<file path="src/rtl/sand_vga_raster.sv">
// sand_vga_raster
// VGA raster generator fed by the sand_top register block. It produces
// 640x480@60Hz timing (one pixel tick every second clk) and a per-pixel colour:
// a solid background with a square ball drawn on top. The colour and ball
// inputs are copied into shadow registers once per frame, at the end of the
// last active line, so a frame is never drawn with a mix of old and new values.
//
// Ports
//   clk                      system clock (50 MHz)
//   reset                    asynchronous, active-high
//   background_r/g/b [7:0]   background colour
//   ball_x/ball_y    [7:0]   ball position, coarse units (pixel = pos << POS_SHIFT)
//   vga_r/g/b        [7:0]   pixel colour, zero while blanked
//   vga_hs, vga_vs           syncs, active low
//   vga_blank_n              high during active video
//   vga_sync_n               tied low
//   vga_clk                  25 MHz pixel clock (~pix_en)
//   frame_done               one-clk pulse when the shadows are loaded
module sand_vga_raster #(
    parameter int          H_ACTIVE  = 640,
    parameter int          H_FP      = 16,
    parameter int          H_SYNC    = 96,
    parameter int          H_BP      = 48,
    parameter int          V_ACTIVE  = 480,
    parameter int          V_FP      = 10,
    parameter int          V_SYNC    = 2,
    parameter int          V_BP      = 33,
    parameter int          BALL_SIZE = 16,
    parameter int          POS_SHIFT = 1,
    parameter logic [23:0] BALL_RGB  = 24'hFFFFFF
) (
    input  logic       clk,
    input  logic       reset,
    input  logic [7:0] background_r,
    input  logic [7:0] background_g,
    input  logic [7:0] background_b,
    input  logic [7:0] ball_x,
    input  logic [7:0] ball_y,
    output logic [7:0] vga_r,
    output logic [7:0] vga_g,
    output logic [7:0] vga_b,
    output logic       vga_hs,
    output logic       vga_vs,
    output logic       vga_blank_n,
    output logic       vga_sync_n,
    output logic       vga_clk,
    output logic       frame_done
);

    localparam int H_TOTAL = H_ACTIVE + H_FP + H_SYNC + H_BP;
    localparam int V_TOTAL = V_ACTIVE + V_FP + V_SYNC + V_BP;

    localparam logic [9:0]  H_ACT_L   = 10'(H_ACTIVE);
    localparam logic [9:0]  H_LAST    = 10'(H_TOTAL - 1);
    localparam logic [9:0]  HS_START  = 10'(H_ACTIVE + H_FP);
    localparam logic [9:0]  HS_END    = 10'(H_ACTIVE + H_FP + H_SYNC);
    localparam logic [9:0]  V_ACT_L   = 10'(V_ACTIVE);
    localparam logic [9:0]  V_ACT_END = 10'(V_ACTIVE - 1);
    localparam logic [9:0]  V_LAST    = 10'(V_TOTAL - 1);
    localparam logic [9:0]  VS_START  = 10'(V_ACTIVE + V_FP);
    localparam logic [9:0]  VS_END    = 10'(V_ACTIVE + V_FP + V_SYNC);
    localparam logic [10:0] BALL_W    = 11'(BALL_SIZE);

    logic        pix_en_q;
    logic [9:0]  hcount_q, hcount_d;
    logic [9:0]  vcount_q, vcount_d;
    logic [7:0]  bg_r_q, bg_g_q, bg_b_q;
    logic [7:0]  ball_x_q, ball_y_q;
    logic [7:0]  r_q, g_q, b_q;
    logic        hs_q, vs_q, blank_n_q;

    logic        frame_end;
    logic        blank_n_d, hs_d, vs_d, hit;
    logic [10:0] bx, by, hx, vy;
    logic [23:0] rgb_d;

    // Raster position advance
    always_comb begin
        hcount_d = hcount_q + 10'd1;
        vcount_d = vcount_q;
        if (hcount_q == H_LAST) begin
            hcount_d = '0;
            vcount_d = (vcount_q == V_LAST) ? 10'd0 : vcount_q + 10'd1;
        end
    end

    assign frame_end = (hcount_q == H_LAST) && (vcount_q == V_ACT_END);

    // Pixel function of the current position and the shadow registers
    always_comb begin
        blank_n_d = (hcount_q < H_ACT_L) && (vcount_q < V_ACT_L);
        hs_d      = !((hcount_q >= HS_START) && (hcount_q < HS_END));
        vs_d      = !((vcount_q >= VS_START) && (vcount_q < VS_END));
        // 11-bit arithmetic so bx+BALL_SIZE never wraps; off-screen parts just fail the test
        bx        = 11'(ball_x_q) << POS_SHIFT;
        by        = 11'(ball_y_q) << POS_SHIFT;
        hx        = {1'b0, hcount_q};
        vy        = {1'b0, vcount_q};
        hit       = (hx >= bx) && (hx < bx + BALL_W) && (vy >= by) && (vy < by + BALL_W);
        rgb_d     = '0;
        if (blank_n_d) begin
            rgb_d = hit ? BALL_RGB : {bg_r_q, bg_g_q, bg_b_q};
        end
    end

    always_ff @(posedge clk or posedge reset) begin
        if (reset) begin
            pix_en_q  <= 1'b0;
            hcount_q  <= '0;
            vcount_q  <= '0;
            bg_r_q    <= 8'h00;
            bg_g_q    <= 8'h40;
            bg_b_q    <= 8'h80;
            ball_x_q  <= 8'h04;
            ball_y_q  <= 8'h04;
            r_q       <= '0;
            g_q       <= '0;
            b_q       <= '0;
            hs_q      <= 1'b1;
            vs_q      <= 1'b1;
            blank_n_q <= 1'b0;
        end else begin
            pix_en_q <= ~pix_en_q;
            if (pix_en_q) begin
                hcount_q  <= hcount_d;
                vcount_q  <= vcount_d;
                r_q       <= rgb_d[23:16];
                g_q       <= rgb_d[15:8];
                b_q       <= rgb_d[7:0];
                hs_q      <= hs_d;
                vs_q      <= vs_d;
                blank_n_q <= blank_n_d;
                // Shadows change only inside vertical blanking
                if (frame_end) begin
                    bg_r_q   <= background_r;
                    bg_g_q   <= background_g;
                    bg_b_q   <= background_b;
                    ball_x_q <= ball_x;
                    ball_y_q <= ball_y;
                end
            end
        end
    end

    assign vga_r       = r_q;
    assign vga_g       = g_q;
    assign vga_b       = b_q;
    assign vga_hs      = hs_q;
    assign vga_vs      = vs_q;
    assign vga_blank_n = blank_n_q;
    assign vga_sync_n  = 1'b0;
    assign vga_clk     = ~pix_en_q;
    assign frame_done  = pix_en_q && frame_end;

endmodule

</file>
<file path="config.mk">
export PLATFORM = sky130hd
export DESIGN_NAME = sand_vga_raster
export DESIGN_NICKNAME = d
export VERILOG_FILES = /design/src/rtl/sand_vga_raster.sv
export SDC_FILE = /design/constraint.sdc
export NUM_CORES = 1
export LEC_CHECK = 0
export BUFFER_PORTS_ARGS = -buffer_cell sky130_fd_sc_hd__buf_4
export CAP_MARGIN = 20
export CORE_MARGIN = 1.5
export CORE_UTILIZATION = 55
export CTS_BUF_LIST = sky130_fd_sc_hd__clkbuf_16
export DETAILED_ROUTE_END_ITERATION = 12
export PLACE_DENSITY = 0.78
export REMOVE_ABC_BUFFERS = 1
export SLEW_MARGIN = 20
export SYNTH_ARGS = -nofsm -noshare
export SYNTH_HDL_FRONTEND = slang
export SYNTH_SLANG_ARGS = --single-unit
</file>
<file path="constraint.sdc">
create_clock -name clk -period 3.2 [get_ports clk]
set_input_delay 0.64 -clock clk [delete_from_list [all_inputs] [get_ports clk]]
set_output_delay 0.64 -clock clk [all_outputs]
set_load 0.005 [all_outputs]
</file>
==> impl_metrics.csv, run 1 <==
group,metric,value,unit
clock_network,clock-root-buffer,"clkbuf_16",
final_layout,syn_to_final_growth,19.5,%
pwr,leakagePower,2.74,nW
place,place_congestion,0.842,
hold_path,timing.hold.worst.class,"in2async",
place,post_dp_cell_area,0.00523,sq mm
routing,vias,3307,
logic_synthesis,syn_avg_cell_area,11.7,sq um
logic_synthesis,yosysMostFrequentCell,"dfrtp_1",
final_layout,final_nets,541,
timing,setup_viol,0,
die,die_area,0.00893,sq mm
logic_synthesis,netlist_area,0.00461,sq mm
routing,routed-wl-met2,4630,um
final_layout,design_area,0.00550,sq mm
routing,drt-initial-drc-count,197,
final_layout,diodes,0,
global_routing,grt_pass1_vias,3400,
timing,finClkSkew,5.78,ps
die,initial_core_util,56.4,%
logic_synthesis,synth_edf_count,0,
routing,ant_nets,0,
timing,clock.fmax,380,MHz
setup_path,critPathLaunchType,"flip-flop",
global_routing,grt_antenna_before_repair,0,
logic_synthesis,synth_cell_types,49,
setup_path,criticalPathCategory,"reg2reg",
clock_network,cts_buffers,9,
logic_synthesis,synth.area.top_cells,"dfrtp_1 (45%), mux2_4 (13%), ha_1 (9.2%), a22oi_1 (3.9%), o21ai_0 (3.8%)",
die,placementRows,33,
pwr,irDropWorstVdd,0.364,mV
die,num_io_pins,72,
routing,wl_met3,559,um
setup_path,cp_max_fo,24,
setup_path,rr_worst_depth,10,
timing,tns,0,ps
final_layout,multiInputGateArea,0.00221,sq mm
global_routing,grt_pass1_wl,16200,um
clock_network,cts-htree-levels,3,
clock_network,ctsHoldBuffers,0,
final_layout,layout-drive-gt1-share,30.9,%
global_routing,grt_overflow,0,
setup_path,cp-end-kind,"flip-flop",
pwr,internal-power,1.80,mW
clock_network,clock_path_buffers,2,
routing,route.detailed.drc,0,
die,dieWidth,94.5,um
logic_synthesis,ys_ff_latch,88,
timing,tightest_slew,937,ps
clock_network,cts_sinks,88,
final_layout,nFillCells,611,
clock_network,post_cts_buffers,0,
setup_path,reg2reg_to,"vga_g[7]",
pwr,p_clk_share,41.5,%
timing,period_needed,2630,ps
logic_synthesis,synth.top_cells.by_count,"dfrtp_1 (82), mux2_4 (40), o21ai_0 (35), ha_1 (34), a22oi_1 (24)",
timing,rsz0062_at_grt,"no",
logic_synthesis,yosys.area.top_type,"dfrtp_1",
pwr,cellPowerDensity,429,mW/mm^2
routing,met1_length,4430,um
pwr,swShare,23.7,%
final_layout,ff_latch_area,0.00221,sq mm
run,maxCapViolations,0,
setup_path,worstReg2RegStart,"ball_y_q[5]",
pwr,combPwrFrac,8.2,%
clock_network,clk_pin_slew,70,ps
global_routing,track_usage,23.5,%
timing,slew_violations,0,
place,port_buffers,70,
routing,top_layer,"met4",
pwr,switching_power,559,uW
die,core_area,0.00818,sq mm
logic_synthesis,ys_seq_area_share,48.0,%
timing,timing.final.crit_share,82.3,%
setup_path,required,3440,ps
global_routing,grt_max_degree,39,
setup_path,worst-endpoint-arrival,2880,ps
clock_network,tritoncts,"yes",
logic_synthesis,synth_top_cell_area_share,44.5,%
timing,relSlewSlack,37.0,%
routing,totalWireLength,9730,um
clock_network,ctsResizeCount,0,
timing,hold_violations,0,
routing,first_pass_iters,4,
run_status,status,"completed",
clock_network,worst_skew_pair.late_latency,330,ps
logic_synthesis,postSynthCellCount,393,
setup_path,rrSetupSlack,570,ps
die,die_h,94.5,um
routing,vias_per_cell,5.75,
routing,wl_per_cell,16.9,um
pwr,pwr-share-seq,50.2,%
logic_synthesis,yosys_warnings,0,
logic_synthesis,async_reset_ff_share,100,%
logic_synthesis,synthFlopType,"dfrtp_1",
place,dpl.hpwl,6810,um
## worst max-delay path by stage
| stage | start | to | slack [ps] | depth (start not counted) |
|---|---|---|---|---|
| after floorplan | reset | ball_x_q[0] | 290 | 1 |
| after detailed placement | ball_y_q[5] | vga_r[7] | 630 | 10 |
| final | ball_y_q[5] | vga_g[7] | 570 | 10 |
| after CTS | ball_y_q[5] | vga_r[7] | 630 | 10 |
| after global placement | ball_y_q[5] | vga_b[1] | 680 | 10 |
| after global routing | ball_y_q[5] | vga_g[1] | 350 | 10 |
## per-stage QoR
stage	std cells	util, %	hold WS [ps]	total power [mW]	setup WS (ps)
3_5_place_dp	559	63.9	483	1.40	632
4_1_cts	575	67.3	394	2.38	628
2_1_floorplan	376	-	470	1.31	291
3_3_place_gp	559	63.9	466	1.39	677
5_1_grt	575	67.3	425	2.46	352
6_report	575	67.3	369	2.36	565
## registers in the layout, summed over array words and instances (netlist names)
| signal | cells |
|---|---|
| vga_g | 8 |
| vga_r | 8 |
| vga_vs | 1 |
| bg_r_q | 8 |
| vga_hs | 1 |
| vga_b | 8 |
| bg_b_q | 8 |
| ball_y_q | 8 |
| pix_en_q | 1 |
| vcount_q | 10 |
| ball_x_q | 8 |
| hcount_q | 10 |
| bg_g_q | 8 |
| vga_blank_n | 1 |
## cell type report
cell class / instances / share of cell area [%]
multi-input cells: 265 / 40.2
flip-flops and latches: 88 / 40.1
repair buffers: 78 / 10.6
clock buffers: 9 / 4.09
well taps: 105 / 2.39
inverters: 23 / 1.59
clock inverters: 7 / 0.955
## power by group through the flow
stage / clock network [mW] / registers (mW) / logic (mW)
after global placement: 0 / 1.20 / 0.189
after global routing: 1.05 / 1.19 / 0.218
final: 0.980 / 1.19 / 0.195
after detailed placement: 0 / 1.21 / 0.198
after CTS: 0.999 / 1.19 / 0.198
after floorplan: 0 / 1.20 / 0.107
## logic make-up (layout without fill, tap and decap cells)
family / Yosys count / in the layout / synth area share (%)
AOI/OAI and AO/OA: 92 / 92 / 12.5
xor gates and xnor gates: 18 / 18 / 3.42
adders and majority gates: 34 / 34 / 9.23
buffers and inverters: 40 / 117 / 4.02
DFF: 88 / 88 / 48.0
muxes: 41 / 41 / 13.3
other: 1 / 1 / 0.0814
and+or+nand+nor: 79 / 79 / 9.48
## layout by cell type (no fill, tap or decap), drive strengths merged, types with 2 or more instances in the layout
cell / Yosys / routed
a211oi: 6 / 6
a21o: 5 / 5
a21oi: 12 / 12
a22oi: 24 / 24
a31oi: 2 / 2
and3: 3 / 3
buf: 7 / 78
clkbuf: 10 / 9
clkinv: 0 / 2
clkinvlp: 0 / 3
dfrtp: 82 / 82
dfstp: 6 / 6
ha: 34 / 34
inv: 23 / 25
mux2: 40 / 40
nand2: 15 / 15
nand2b: 5 / 5
nand3: 15 / 15
nand4: 7 / 7
nor2: 13 / 13
nor3: 8 / 8
nor4: 4 / 4
o21ai: 35 / 35
xnor2: 15 / 15
xor2: 3 / 3
## routing by layer
metal  up-vias  global-route usage [%]
met5         -                       0
met4         0                    8.83
met3        10                    4.91
met2        99                    36.1
met1      1636                    32.7
li1       1562                       -
## worst max-delay path, cell delays in order (launching register included)
cell and delay [ps]:
dfrtp_1 440, inv_1 100, nor3_1 190, nand3_1 100, ha_1 310, a211oi_1 400
o21ai_0 170, a211oi_1 240, o2111ai_1 150, buf_4 240, o21ai_0 210
Note: power is estimated with default switching activity, not from simulation.
==> run 2: changes to the inputs <==
Clock period 3.2 ns to 2.75 ns, I/O delays scaled along.
==> run 2 against run 1 <==
  * Sequential share of layout area fell by 0.11 points
  * Fmax rose by 5.7%
  * Core utilization rose by 0.18 points
  * Worst hold slack lost 67 ps
  * Clock-buffer cell count stayed put
  * Clock skew rose by 4.3 ps
  * Wire length shrank 0.59%
  * Critical path depth stayed put
  * Final cell count unchanged
  * Critical path type unchanged
  * Critical endpoint is now vga_b[0]
==> impl_metrics.csv, run 2 (synthesized netlist as in run 1, its figures left out) <==
group,metric,value,unit
timing,slew_violations,0,
final_layout,ff_latch_area,0.00221,sq mm
place,post_dp_cell_area,0.00524,sq mm
run_status,status,"completed",
final_layout,reg_top3,"hcount_q x10, vcount_q x10",
die,initial_core_util,56.4,%
clock_network,cts-htree-levels,3,
setup_path,required,2990,ps
timing,setup_viol,0,
timing,hold_violations,0,
timing,finClkSkew,10.1,ps
clock_network,tritoncts,"yes",
timing,relSlewSlack,50.0,%
place,dpl.hpwl,6670,um
setup_path,cp.buffers_inverters,2,
clock_network,cts_buffers,9,
final_layout,multiInputGateArea,0.00221,sq mm
clock_network,worst_skew_pair.late_latency,340,ps
setup_path,criticalPathCategory,"reg2reg",
routing,vias,3334,
hold_path,timing.hold.worst.class,"in2async",
clock_network,clk_pin_slew,70,ps
routing,vias_per_cell,5.80,
global_routing,grt_overflow,0,
die,die_area,0.00893,sq mm
die,placementRows,33,
timing,tightest_slew,743,ps
die,num_io_pins,72,
setup_path,rr_worst_depth,10,
clock_network,clock-root-buffer,"clkbuf_16",
clock_network,post_cts_buffers,0,
final_layout,final_nets,541,
timing,timing.final.crit_share,90.6,%
timing,rsz0062_at_grt,"no",
timing,tns,0,ps
die,die_h,94.5,um
run,maxCapViolations,0,
setup_path,critical-path-slowest-cell,"dfrtp_1",
place,place_congestion,0.850,
setup_path,critPathTopFamily,"compound AO/OA/AOI/OAI gates",
setup_path,worstReg2RegStart,"ball_y_q[5]",
final_layout,syn_to_final_growth,19.8,%
global_routing,grt_max_degree,89,
setup_path,cp_max_fo,24,
final_layout,layout-drive-gt1-share,30.9,%
timing,period_needed,2490,ps
pwr,irDropWorstVdd,0.460,mV
global_routing,grt_antenna_before_repair,0,
clock_network,ctsHoldBuffers,0,
final_layout,nFillCells,592,
timing,clock.fmax,401,MHz
final_layout,design_area,0.00552,sq mm
setup_path,cp-end-kind,"flip-flop",
place,dp_cells,559,
routing,wl_per_cell,16.8,um
global_routing,track_usage,23.6,%
routing,drt-initial-drc-count,152,
routing,first_pass_iters,4,
setup_path,reg2reg_to,"vga_b[0]",
setup_path,critPathMaxStageDelay,410,ps
pwr,cellPowerDensity,501,mW/mm^2
setup_path,critPathLaunchType,"flip-flop",
setup_path,path_cells,"inv_1 -> nor3_1 -> nand3_1 -> ha_1 -> a211oi_1 -> o21ai_0 -> a211oi_1 -> o2111ai_1 -> buf_4 -> o21ai_0",
place,port_buffers,70,
die,core_area,0.00818,sq mm
final_layout,layout_common_cells,"dfrtp_1 (82), buf_4 (77), mux2_4 (40)",
pwr,power,2.76,mW
final_layout,fin_cells,575,
timing,setup_ws,258,ps
place,post-place-ws,274,ps
final_layout,diodes,0,
die,dieWidth,94.5,um
global_routing,grt_pass1_wl,16300,um
global_routing,grt_pass1_vias,3478,
routing,totalWireLength,9680,um
clock_network,cts_sinks,88,
routing,route.detailed.drc,0,
clock_network,ctsResizeCount,0,
setup_path,rrSetupSlack,260,ps
routing,ant_nets,0,
final_layout,mostFrequentLayoutCell,"dfrtp_1",
setup_path,worst-endpoint-arrival,2730,ps
pwr,leakagePower,2.74,nW
clock_network,clock_path_buffers,2,
==> run 2: cell types whose count changed in the layout (fill, tap and decap cells not counted), sizes merged <==
cell,delta
inv,-1
clkinv,+1
==> run 2: final cells by class <==
| type | instances | area share (%) |
|---|---|---|
| multi-input combinational | 265 | 40.1 |
| timing repair buffer | 78 | 10.8 |
| tap | 105 | 2.38 |
| sequential | 88 | 40.0 |
| inverter | 23 | 1.59 |
| clock buffer | 9 | 4.08 |
| clock inverter | 7 | 0.998 |
==> run 2: worst max path at each step <==
stage                      from     endpoint  slack (ps)  cells past startpoint
detailed placement  ball_y_q[5]     vga_b[0]         270                     10
floorplan           hcount_q[7]  ball_x_q[0]        -130                      4
finish              ball_y_q[5]     vga_b[0]         260                     10
global route        ball_y_q[5]     vga_g[3]          70                     10
global placement    ball_y_q[5]     vga_b[5]         500                     10
CTS                 ball_y_q[5]     vga_g[1]         250                     10
==> run 2: metrics by stage <==
stage                     util (%)  hold WS (ps)
final                         67.5           302
after global routing          67.5           365
after CTS                     67.5           341
after detailed placement      64.1           474
after global placement        64.1           469
after floorplan                  -           470
==> run 2: routing by layer <==
layer	vias up	global-route usage, %	share of wire, %
li1	1571	-	-
met3	25	5.31	5.9
met5	-	0	0
met2	100	38.2	47
met4	0	10.7	2.2
met1	1638	30.4	45
==> run 2: worst reg2reg max path, cell delays in order, from the launching register on <==
cell and delay, ps:
dfrtp_1 410, inv_1 90, nor3_1 190, nand3_1 120
ha_1 310, a211oi_1 270, o21ai_0 130, a211oi_1 230
o2111ai_1 160, buf_4 270, o21ai_0 220
==> run 2: power by group <==
group,internal (mW),switching [mW],total (mW)
combinational,0.135,0.0936,0.229
clock,0.620,0.534,1.15
sequential,1.34,0.0362,1.38
==> run 3: changes to the inputs <==
Settings changed: MAX_ROUTING_LAYER from default to met4.
==> run 3 against run 2 <==
  * Total power fell by 0.13%
  * Via count is 0.90% higher
  * Non-clock buffer count stayed put
  * Sequential share of layout area unchanged
  * Clock power hardly changed
==> impl_metrics.csv, run 3 (synthesized netlist as in run 1, its figures left out) <==
group,metric,value,unit
clock_network,cts_buffers,9,
global_routing,gr-usage-met3,4.83,%
timing,clock.fmax,397,MHz
final_layout,fin_cells,575,
final_layout,diodes,0,
setup_path,cp_max_fo,24,
die,dieWidth,94.5,um
routing,drt-initial-drc-count,155,
final_layout,reg_top3,"hcount_q x10, vcount_q x10",
timing,period_needed,2520,ps
final_layout,ff_latch_area,0.00221,sq mm
pwr,combPwrFrac,8.3,%
global_routing,busiest_layer,"met2",
pwr,leakagePower,2.74,nW
timing,hold_violations,0,
final_layout,mostFrequentLayoutCell,"dfrtp_1",
run_status,status,"completed",
setup_path,criticalPathCategory,"reg2reg",
global_routing,use_met2,38.1,%
timing,tns,0,ps
clock_network,post_cts_buffers,0,
final_layout,layout_common_cells,"dfrtp_1 (82), buf_4 (77), mux2_4 (40)",
pwr,pwr-share-seq,50.0,%
pwr,swShare,23.9,%
die,die_area,0.00893,sq mm
routing,ant_nets,0,
die,num_io_pins,72,
clock_network,ctsResizeCount,0,
pwr,p_clk_share,41.7,%
run,maxCapViolations,0,
die,placementRows,33,
final_layout,nFillCells,592,
global_routing,grt_max_degree,89,
timing,slew_violations,0,
place,post_dp_cell_area,0.00524,sq mm
die,initial_core_util,56.4,%
pwr,switching_power,660,uW
routing,vias,3364,
final_layout,multiInputGateArea,0.00221,sq mm
setup_path,rrSetupSlack,230,ps
global_routing,grt_antenna_before_repair,0,
clock_network,cts_sinks,88,
place,dp_cells,559,
global_routing,grt_pass1_wl,16300,um
clock_network,ctsHoldBuffers,0,
global_routing,track_usage,24.4,%
hold_path,timing.hold.worst.class,"in2async",
final_layout,design_area,0.00552,sq mm
global_routing,grt_pass1_vias,3477,
pwr,cellPowerDensity,500,mW/mm^2
global_routing,grt_use_met1,30.8,%
timing,relSlewSlack,48.1,%
timing,setup_viol,0,
routing,route.detailed.drc,0,
routing,wl_per_cell,16.8,um
global_routing,grt_overflow,0,
pwr,irDropWorstVdd,0.462,mV
routing,vias_per_cell,5.85,
timing,finClkSkew,8.74,ps
final_layout,fin_util,67.5,%
die,core_area,0.00818,sq mm
timing,rsz0062_at_grt,"no",
routing,totalWireLength,9670,um
clock_network,cts-htree-levels,3,
clock_network,worst_skew_pair.late_latency,340,ps
clock_network,clk_pin_slew,70,ps
place,place_congestion,0.864,
clock_network,tritoncts,"yes",
setup_path,required,2990,ps
final_layout,final_nets,541,
setup_path,critPathLaunchType,"flip-flop",
final_layout,syn_to_final_growth,19.8,%
clock_network,clock_path_buffers,2,
final_layout,layout-drive-gt1-share,30.9,%
routing,first_pass_iters,4,
timing,timing.final.crit_share,91.5,%
setup_path,cp-end-kind,"flip-flop",
place,port_buffers,70,
setup_path,worst-endpoint-arrival,2760,ps
pwr,internal-power,2.10,mW
die,die_h,94.5,um
clock_network,clock-root-buffer,"clkbuf_16",
timing,tightest_slew,772,ps
place,dpl.hpwl,6670,um
pwr,power,2.76,mW
## run 3: power groups by stage
stage,clock [mW],combinational [mW],sequential [mW]
3_3_place_gp,0,0.220,1.40
2_1_floorplan,0,0.124,1.39
4_1_cts,1.16,0.232,1.38
3_5_place_dp,0,0.231,1.40
5_1_grt,1.23,0.255,1.39
6_report,1.15,0.229,1.38
## run 3: final cells by class
type / instances / area share (%)
Clock inverter: 7 / 0.998
Sequential cell: 88 / 40.0
Tap cell: 105 / 2.38
Inverter: 23 / 1.59
Clock buffer: 9 / 4.08
Multi-Input combinational cell: 265 / 40.1
Timing Repair Buffer: 78 / 10.8
## run 3: worst paths after layout
kind / startpoint / end / cells past startpoint
setup / recovery: ball_y_q[5] / vga_b[0] / 10
hold / removal: reset / bg_b_q[2] / 3
setup reg to reg: ball_y_q[5] / vga_b[0] / 10
hold reg to reg: vga_blank_n / vga_blank_n / 1
max in group asynchronous: reset / vga_vs / 3
min in group clk: background_b[5] / bg_b_q[5] / 2
## run 3: metal layers
| layer | vias up | share of wire [%] |
|---|---|---|
| met5 | - | 0 |
| met4 | 0 | 2.0 |
| met3 | 20 | 5.4 |
| met2 | 116 | 48 |
| met1 | 1658 | 45 |
| li1 | 1570 | - |
## run 3: metrics by stage
step | worst slack, ps | hold slack, ps
2_1_floorplan | -128 | 470
3_3_place_gp | 498 | 469
3_5_place_dp | 274 | 474
4_1_cts | 254 | 341
5_1_grt | 67.8 | 365
6_report | 234 | 306
## run 3: critical path, cell delays in order (launching register included)
cell and delay, ps:
dfrtp_1 410, inv_1 90, nor3_1 190, nand3_1 120, ha_1 310, a211oi_1 270, o21ai_0 140, a211oi_1 240
o2111ai_1 160, buf_4 260, o21ai_0 210
